$ cat config.mk
export PLATFORM = sky130hd
export DESIGN_NAME = controle_busca
export DESIGN_NICKNAME = d
export VERILOG_FILES = /design/src/rtl/controle_busca.sv
export SDC_FILE = /design/constraint.sdc
export NUM_CORES = 1
export LEC_CHECK = 0
export CORE_ASPECT_RATIO = 1.25
export CORE_MARGIN = 5
export CORE_UTILIZATION = 35
export CTS_CLUSTER_DIAMETER = 80
export DETAILED_ROUTE_END_ITERATION = 6
export DONT_BUFFER_PORTS = 1
export PLACE_DENSITY_LB_ADDON = 0.08
export SETUP_SLACK_MARGIN = 0.5
export SLEW_MARGIN = 20
export SYNTH_ARGS = -nofsm -noshare
export SYNTH_HDL_FRONTEND = slang
export SYNTH_SLANG_ARGS = --single-unit
export TNS_END_PERCENT = 50
$ cat constraint.sdc
create_clock -name clock -period 1.8 [get_ports clock]
set_input_delay 0.27 -clock clock [delete_from_list [all_inputs] [get_ports clock]]
set_output_delay 0.27 -clock clock [all_outputs]
set_load 0.05 [all_outputs]
$ cat src/rtl/controle_busca.sv
// Fetch/sequencing controller: owns the PC, latches instructions into ir,
// resolves control flow and issues per-instruction strobes to the datapath.
module controle_busca #(
    parameter int unsigned TAM_MEM = 64
) (
    input  logic        clock,
    input  logic        reset,
    input  logic        iniciar,
    input  logic [31:0] Instrucao,
    input  logic        igual,
    input  logic        entrada_ok,
    output logic [31:0] Endereco,
    output logic [31:0] ir,
    output logic [31:0] pc_mais_um,
    output logic        escreve_reg,
    output logic        escreve_mem,
    output logic        saida_valida,
    output logic        esperando_entrada,
    output logic        parado,
    output logic        erro,
    output logic [2:0]  estado
);

    localparam int unsigned PC_W = (TAM_MEM > 1) ? $clog2(TAM_MEM) : 1;

    typedef enum logic [2:0] {
        OCIOSO         = 3'd0,
        BUSCA          = 3'd1,
        EXECUTA        = 3'd2,
        ESPERA_ENTRADA = 3'd3,
        PARADO         = 3'd4
    } estado_t;

    estado_t         estado_q;
    logic [PC_W-1:0] pc_q;
    logic [31:0]     ir_q;
    logic            erro_q;

    logic [4:0]      op;
    logic [31:0]     alvo;
    logic            ilegal;
    logic            vai_espera;
    logic            avanca;
    logic            fora;

    assign op         = ir_q[31:27];
    assign Endereco   = 32'(pc_q);
    assign pc_mais_um = 32'(pc_q) + 32'd1;
    assign ir         = ir_q;
    assign erro       = erro_q;
    assign estado     = estado_q;
    assign parado            = (estado_q == PARADO);
    assign esperando_entrada = (estado_q == ESPERA_ENTRADA);

    // Decode: strobes, candidate next PC and the kind of transition
    always_comb begin
        escreve_reg  = 1'b0;
        escreve_mem  = 1'b0;
        saida_valida = 1'b0;
        alvo         = pc_mais_um;
        ilegal       = 1'b0;
        vai_espera   = 1'b0;
        avanca       = 1'b0;
        unique case (estado_q)
            EXECUTA: begin
                avanca = 1'b1;
                if (!op[4]) begin
                    if (op == 5'b00110) escreve_mem = 1'b1;
                    else                escreve_reg = 1'b1;
                end else if (op[3]) begin
                    ilegal = 1'b1;
                    avanca = 1'b0;
                end else begin
                    case (op[2:0])
                        3'b000: begin
                        end
                        3'b001: escreve_reg = 1'b1;
                        3'b010: alvo = 32'(ir_q[26:18]);
                        3'b011: begin
                            escreve_reg = 1'b1;
                            alvo        = 32'(ir_q[17:9]);
                        end
                        3'b101: begin
                            if (igual) alvo = 32'(ir_q[26:18]);
                        end
                        3'b110: begin
                            vai_espera = 1'b1;
                            avanca     = 1'b0;
                        end
                        3'b111: saida_valida = 1'b1;
                        default: begin
                            ilegal = 1'b1;
                            avanca = 1'b0;
                        end
                    endcase
                end
            end
            ESPERA_ENTRADA: begin
                if (entrada_ok) begin
                    escreve_reg = 1'b1;
                    avanca      = 1'b1;
                end
            end
            default: begin
            end
        endcase
    end

    // Targets are compared at full width so wide jump fields cannot alias into range
    assign fora = (alvo >= 32'(TAM_MEM));

    // State, PC, instruction register and sticky error
    always_ff @(posedge clock or negedge reset) begin
        if (!reset) begin
            estado_q <= OCIOSO;
            pc_q     <= '0;
            ir_q     <= '0;
            erro_q   <= 1'b0;
        end else begin
            case (estado_q)
                OCIOSO: begin
                    if (iniciar) estado_q <= BUSCA;
                end
                BUSCA: begin
                    ir_q     <= Instrucao;
                    estado_q <= EXECUTA;
                end
                EXECUTA, ESPERA_ENTRADA: begin
                    if (ilegal || (avanca && fora)) begin
                        erro_q   <= 1'b1;
                        estado_q <= PARADO;
                    end else if (vai_espera) begin
                        estado_q <= ESPERA_ENTRADA;
                    end else if (avanca) begin
                        pc_q     <= alvo[PC_W-1:0];
                        estado_q <= BUSCA;
                    end
                end
                PARADO: begin
                    if (iniciar) begin
                        pc_q     <= '0;
                        erro_q   <= 1'b0;
                        estado_q <= BUSCA;
                    end
                end
                default: estado_q <= OCIOSO;
            endcase
        end
    end

endmodule

* Yosys cells after proc, flatten, opt, wreduce, memory -nomap -nowiden
Cells that the tools add are included.
** Word-level totals
- Memory bits (writable) :: 0
- Memories :: 0
- Logic and storage cells :: 80
- Output and inout port bits :: 105
- Bits in registers :: 42
- ROM bits :: 0
- Bits in latches :: 0
** Cells by class
- Multiplexer cells :: 43
- Magnitude comparators :: 1
- Multiply operators :: 0
- Add/sub/neg operators :: 1
- Equal/unequal tests :: 18
- Div/mod/pow operators :: 0
- Shift operators :: 0
- Bitwise operators :: 0
- Reductions and logical operators :: 13
** Operator list (number)
- $mux 9 :: 4
- $ge 32x7->1 const B :: 1
- $pmux 9 s3 :: 1
- $mux 1 :: 25
- $mux 6 :: 4
- $eq 3x2->1 const B :: 4
- $eq 3x3->1 const B :: 4
- $mux 3 :: 4
- $pmux 6 s2 :: 1
- $ne 2x2->1 const B :: 5
- $pmux 3 s3 :: 1
- $add 6x1->7 const B :: 1
- $reduce_or 7->1 :: 1
- $eq 3x1->1 const B :: 2
- $logic_not 3->1 :: 2
- $pmux 1 s2 :: 3
- $reduce_or 2->1 :: 3
- $reduce_or 6->1 :: 1
- $eq 5x3->1 const B :: 1
- $reduce_and 5->1 :: 1
- $ne 4x4->1 const B :: 1
- $reduce_and 3->1 :: 1
- $ne 2x1->1 const B :: 1
- $reduce_and 2->1 :: 1
- 3 further kinds :: 3

* Logic depth before layout (Yosys ltp)
- Depth after elaboration :: 11
- Mapped depth :: 7

* Least setup slack after synthesis
No wires, ideal clock.
- Path kind :: reg2reg
- Start :: register pc_q[0]
- End :: register pc_q[4]
- Buffers on the path :: 0
- Data arrival time :: 2255 ps
- Slack :: -534 ps
- Data required time :: 1721 ps
- Cell stages (with the launch flop) :: 6
- Clock period less this slack :: 2334 ps
- Cell sequence :: dfrtp_1 ha_1 nand3_1 xnor2_1 a21oi_1 o2bb2ai_1
** On the way
- Word-level cells in the longest chain between the ends :: 11
** Ends and longest elaborated chain
- start, declared :: line 35 : logic [PC_W-1:0] pc_q;
- start signal, assigned :: line 135 : pc_q <= alvo[PC_W-1:0];
- $add 6x1->7 * :: line 48 : assign pc_mais_um = 32'(pc_q) + 32'd1;
- via pc_mais_um[4] :: line 14 : output logic [31:0] pc_mais_um,
- $mux 9 :: line 84 : if (igual) alvo = 32'(ir_q[26:18]);
- $pmux 9 s3 :: line 74 : case (op[2:0])
- $mux 9 :: line 70 : end else if (op[3]) begin
- $mux 9 :: line 67 : if (!op[4]) begin
- $mux 9 * :: line 64 : unique case (estado_q)
- $ge 32x7->1 :: line 110 : assign fora = (alvo >= 32'(TAM_MEM));
- $logic_and 1x1->1 :: line 129 : if (ilegal || (avanca && fora)) begin
- $logic_or 1x1->1 :: line 129
- $ne 2x2->1 (no source line)
- $reduce_and 5->1 (no source line)
Mark *: on every way through the listed nets, which the timed path passes. The rest lies on a longest branch. The select of a mux whose other input is x is not followed.
A chain may end at the register's enable or synchronous reset.

* Final worst setup path
- Start :: register estado_q[2] (netlist: estado[2])
- End :: output escreve_reg
** On the way
- Word-level cells in the longest chain between the ends :: 2
** Ends and longest elaborated chain
- start, declared :: line 34 : estado_t estado_q;
- start signal, assigned :: line 115 : estado_q <= OCIOSO;
- start signal, assigned :: line 122 : if (iniciar) estado_q <= BUSCA;
- start signal, assigned :: line 126 : estado_q <= EXECUTA;
- $eq 3x2->1 :: line 64
- $pmux 1 s2 * :: line 64
- end, declared :: line 15 : output logic escreve_reg,
Mark *: on every way between the ends. The rest lies on a longest branch, timed or not.

==> results_dict.tcl <==
set metrics [dict create \
    crit_arrival_ns 1.55 \
    maxSlewViolCount 0 \
    hold_violations 0 \
    synth-compound-area-share_pct 12.8 \
    worst-path-stages 3 \
    ys_seq_area_share_pct 41.2 \
    path_max_fanout 3 \
    synth-adder-area-share_pct 0.490 \
    setup_violations 2 \
    root_buffer "clkbuf_8" \
    whs_path_depth 1 \
    drt_iter0_markers 37 \
    cts.reportedPaths.clkPinSlew_ns 0.08 \
    timing.fmax_mhz 550 \
    viasPerCell 4.73 \
    drc 0 \
    core_area_sq_um 7020 \
    wl_per_cell_um 17.9 \
    clockBufferDepth 2 \
    synth_cell_type_count 44 \
    die_width_um 86.4 \
    drtAntennaViolNets 0 \
    max_stage_delay_ns 0.45 \
    layout_setup_ws_ns -0.0195 \
    violations "setup timing" \
    period_share_pct 101 \
    syn_area_per_cell_sq_um 10.6 \
    num-nets-final 350 \
    cp-start-kind "flop" \
    fill_cells 623 \
    yosys-mux-area-fraction_pct 14.5 \
    synth_xor_area_share_pct 1.37 \
    num_rows 34 \
    grt_max_degree 43 \
    place_congestion 0.775 \
    rsz0062_at_grt "yes" \
    wl_um 7230 \
    clock_skew_ns 0.00672 \
    ff2ff_path_depth 7 \
    layout_commonest_cell "conb_1" \
    finalWorstPathRequiredPeriod_ns 1.82 \
    grt_pass1_wl_um 11400 \
    endpoint_kind "primary output" \
    htreeDepth 2 \
    status "finished with violations" \
    ios 142 \
    place_ws_ns 0.0731 \
    syn2layout_area_growth_pct 52.2 \
    yosys.area_share.simple_pct 12.1 \
    slowest_stage "dfrtp_2" \
    hold_slack_ns 0.0488 \
    worst_pin_slew_ns 0.562 \
    yosys_warnings 0 \
    hold_path.class "in2reg" \
    numClockSinks 42 \
    max_slew_margin_pct 62.5 \
    synth_seq_cells 42 \
    critPathBufInv 1 \
    antenna_cells 0 \
    worstPathCellList "nor3b_4 > buf_4 > a32o_2" \
    cts_tree "yes" \
    dr.pass1.iters 4 \
    required_ns 1.53 \
    cts_made_buffers 5 \
    via_count 1906 \
    drive_gt1_share_pct 55.3 \
    start_util_pct 36.4 \
    syn_inst 241 \
    grtUsageTotal_pct 15.7 \
    synth_top_family_by_area "buffers and inverters" \
    die_h_um 106 \
    critical-path-top-delay-family "flip-flops" \
    numPortBuffers 0 \
    dpl.hpwl_um 4950 \
    clock_latency_ns 0.30 \
    fp.dieArea_sq_um 9120 \
    crit_type "reg2out" \
    cap_violations 0 \
    grt_overflow 0 \
    syn-cell-area_sq_um 2550 \
    grt_pass1_vias 2060 \
    antenna_found_initial 0 \
    final_cell_mix "conb_1 (51), buf_4 (37), dfrtp_1 (31)" \
]
[cells in the mapped netlist, drive strengths merged]
cell	n	share of area (%)
a22o	1	0.69
nor2b	2	0.49
nand3b	1	0.78
dfrtp	42	41
o211ai	2	0.59
ha	1	0.49
nand4b	1	0.34
xor2	1	0.34
o31a	1	0.34
mux2i	2	0.78
a2bb2oi	1	0.34
a32oi	1	0.34
and3b	1	0.34
o21ai	7	1.4
nor3b	3	2.0
or2	2	0.49
a22oi	2	0.78
a21boi	1	0.29
xnor2	3	1.0
a21oi	9	2.2
nor2	8	1.2
nand3	12	2.4
a21o	1	0.29
nand2b	5	1.2
a31o	1	0.34
and3	5	1.2
nor3	1	0.20
a31oi	5	1.2
o2bb2ai	5	1.7
o22ai	2	0.49
mux2	31	14
nand2	10	1.5
clkbuf	2	0.29
a32o	2	0.78
buf	57	16
conb	1	0.15
o21bai	2	1.0
inv	7	1.0
[sequential cells by signal, indices dropped and copies added, names as in the netlist]
signal	cells
erro	1
estado	3
ir	32
pc_q	6
[metrics by stage]
step	setup TNS, ns	cell area, sq um	utilization [%]	instances
after floorplan	-0.573	2940	-	291
after detailed placement	0	3030	43.2	371
after CTS	-0.0418	3720	53.0	394
final	-0.0277	3890	55.4	403
after global placement	0	3030	43.2	371
after global routing	-0.445	3890	55.4	403
[layer usage]
metal / global-route usage (%) / vias to the layer above / wire [um]
li1: - / 886 / -
met1: 17.0 / 930 / 2560
met2: 28.1 / 84 / 3860
met3: 6.17 / 6 / 740
met4: 3.67 / 0 / 72
met5: 0 / - / 0
[area by class of cell]
class | count | area (sq um) | area share [%]
clock buffer | 6 | 72.6 | 1.87
tap | 90 | 113 | 2.90
timing repair buffer | 73 | 905 | 23.3
sequential | 42 | 1070 | 27.6
multi-input combinational | 183 | 1640 | 42.2
clock inverter | 2 | 37.5 | 0.966
inverter | 7 | 47.5 | 1.22
[kinds of logic (layout without fill, tap and decap cells)]
kind of cell | Yosys count | count (layout)
compound gates | 43 | 43
xor+xnor | 4 | 4
fa+ha+maj | 1 | 1
buf+inv | 66 | 88
flops | 42 | 42
mux | 33 | 33
other cells | 1 | 51
simple gates | 51 | 51
[repair_timing]
action	in CTS	in global routing
hold buffers	2	0
gates resized for setup	96	19
endpoints found under the setup margin	54	55
setup buffers	10	8
endpoints found under the hold margin	42	0
pin swaps	29	19
cloned	3	1
[worst paths after layout]
check / from / to / slack, ns
worst max-delay path: estado[2]$_DFFE_PN0P_ / escreve_reg / -0.02
worst min-delay path: iniciar / estado[2]$_DFFE_PN0P_ / 0.05
worst max register to register: ir[29]$_DFFE_PN0N_ / pc_q[3]$_DFFE_PN0P_ / 0.03
worst min register to register: ir[18]$_DFFE_PN0N_ / ir[18]$_DFFE_PN0N_ / 0.60
max in group asynchronous: reset / pc_q[2]$_DFFE_PN0P_ / 1.13
min in group asynchronous: reset / ir[0]$_DFFE_PN0N_ / 0.44
Power is left out: the tool's default activity adds up to more than one toggle a clock period on the data nets, which glitch-free logic cannot reach.
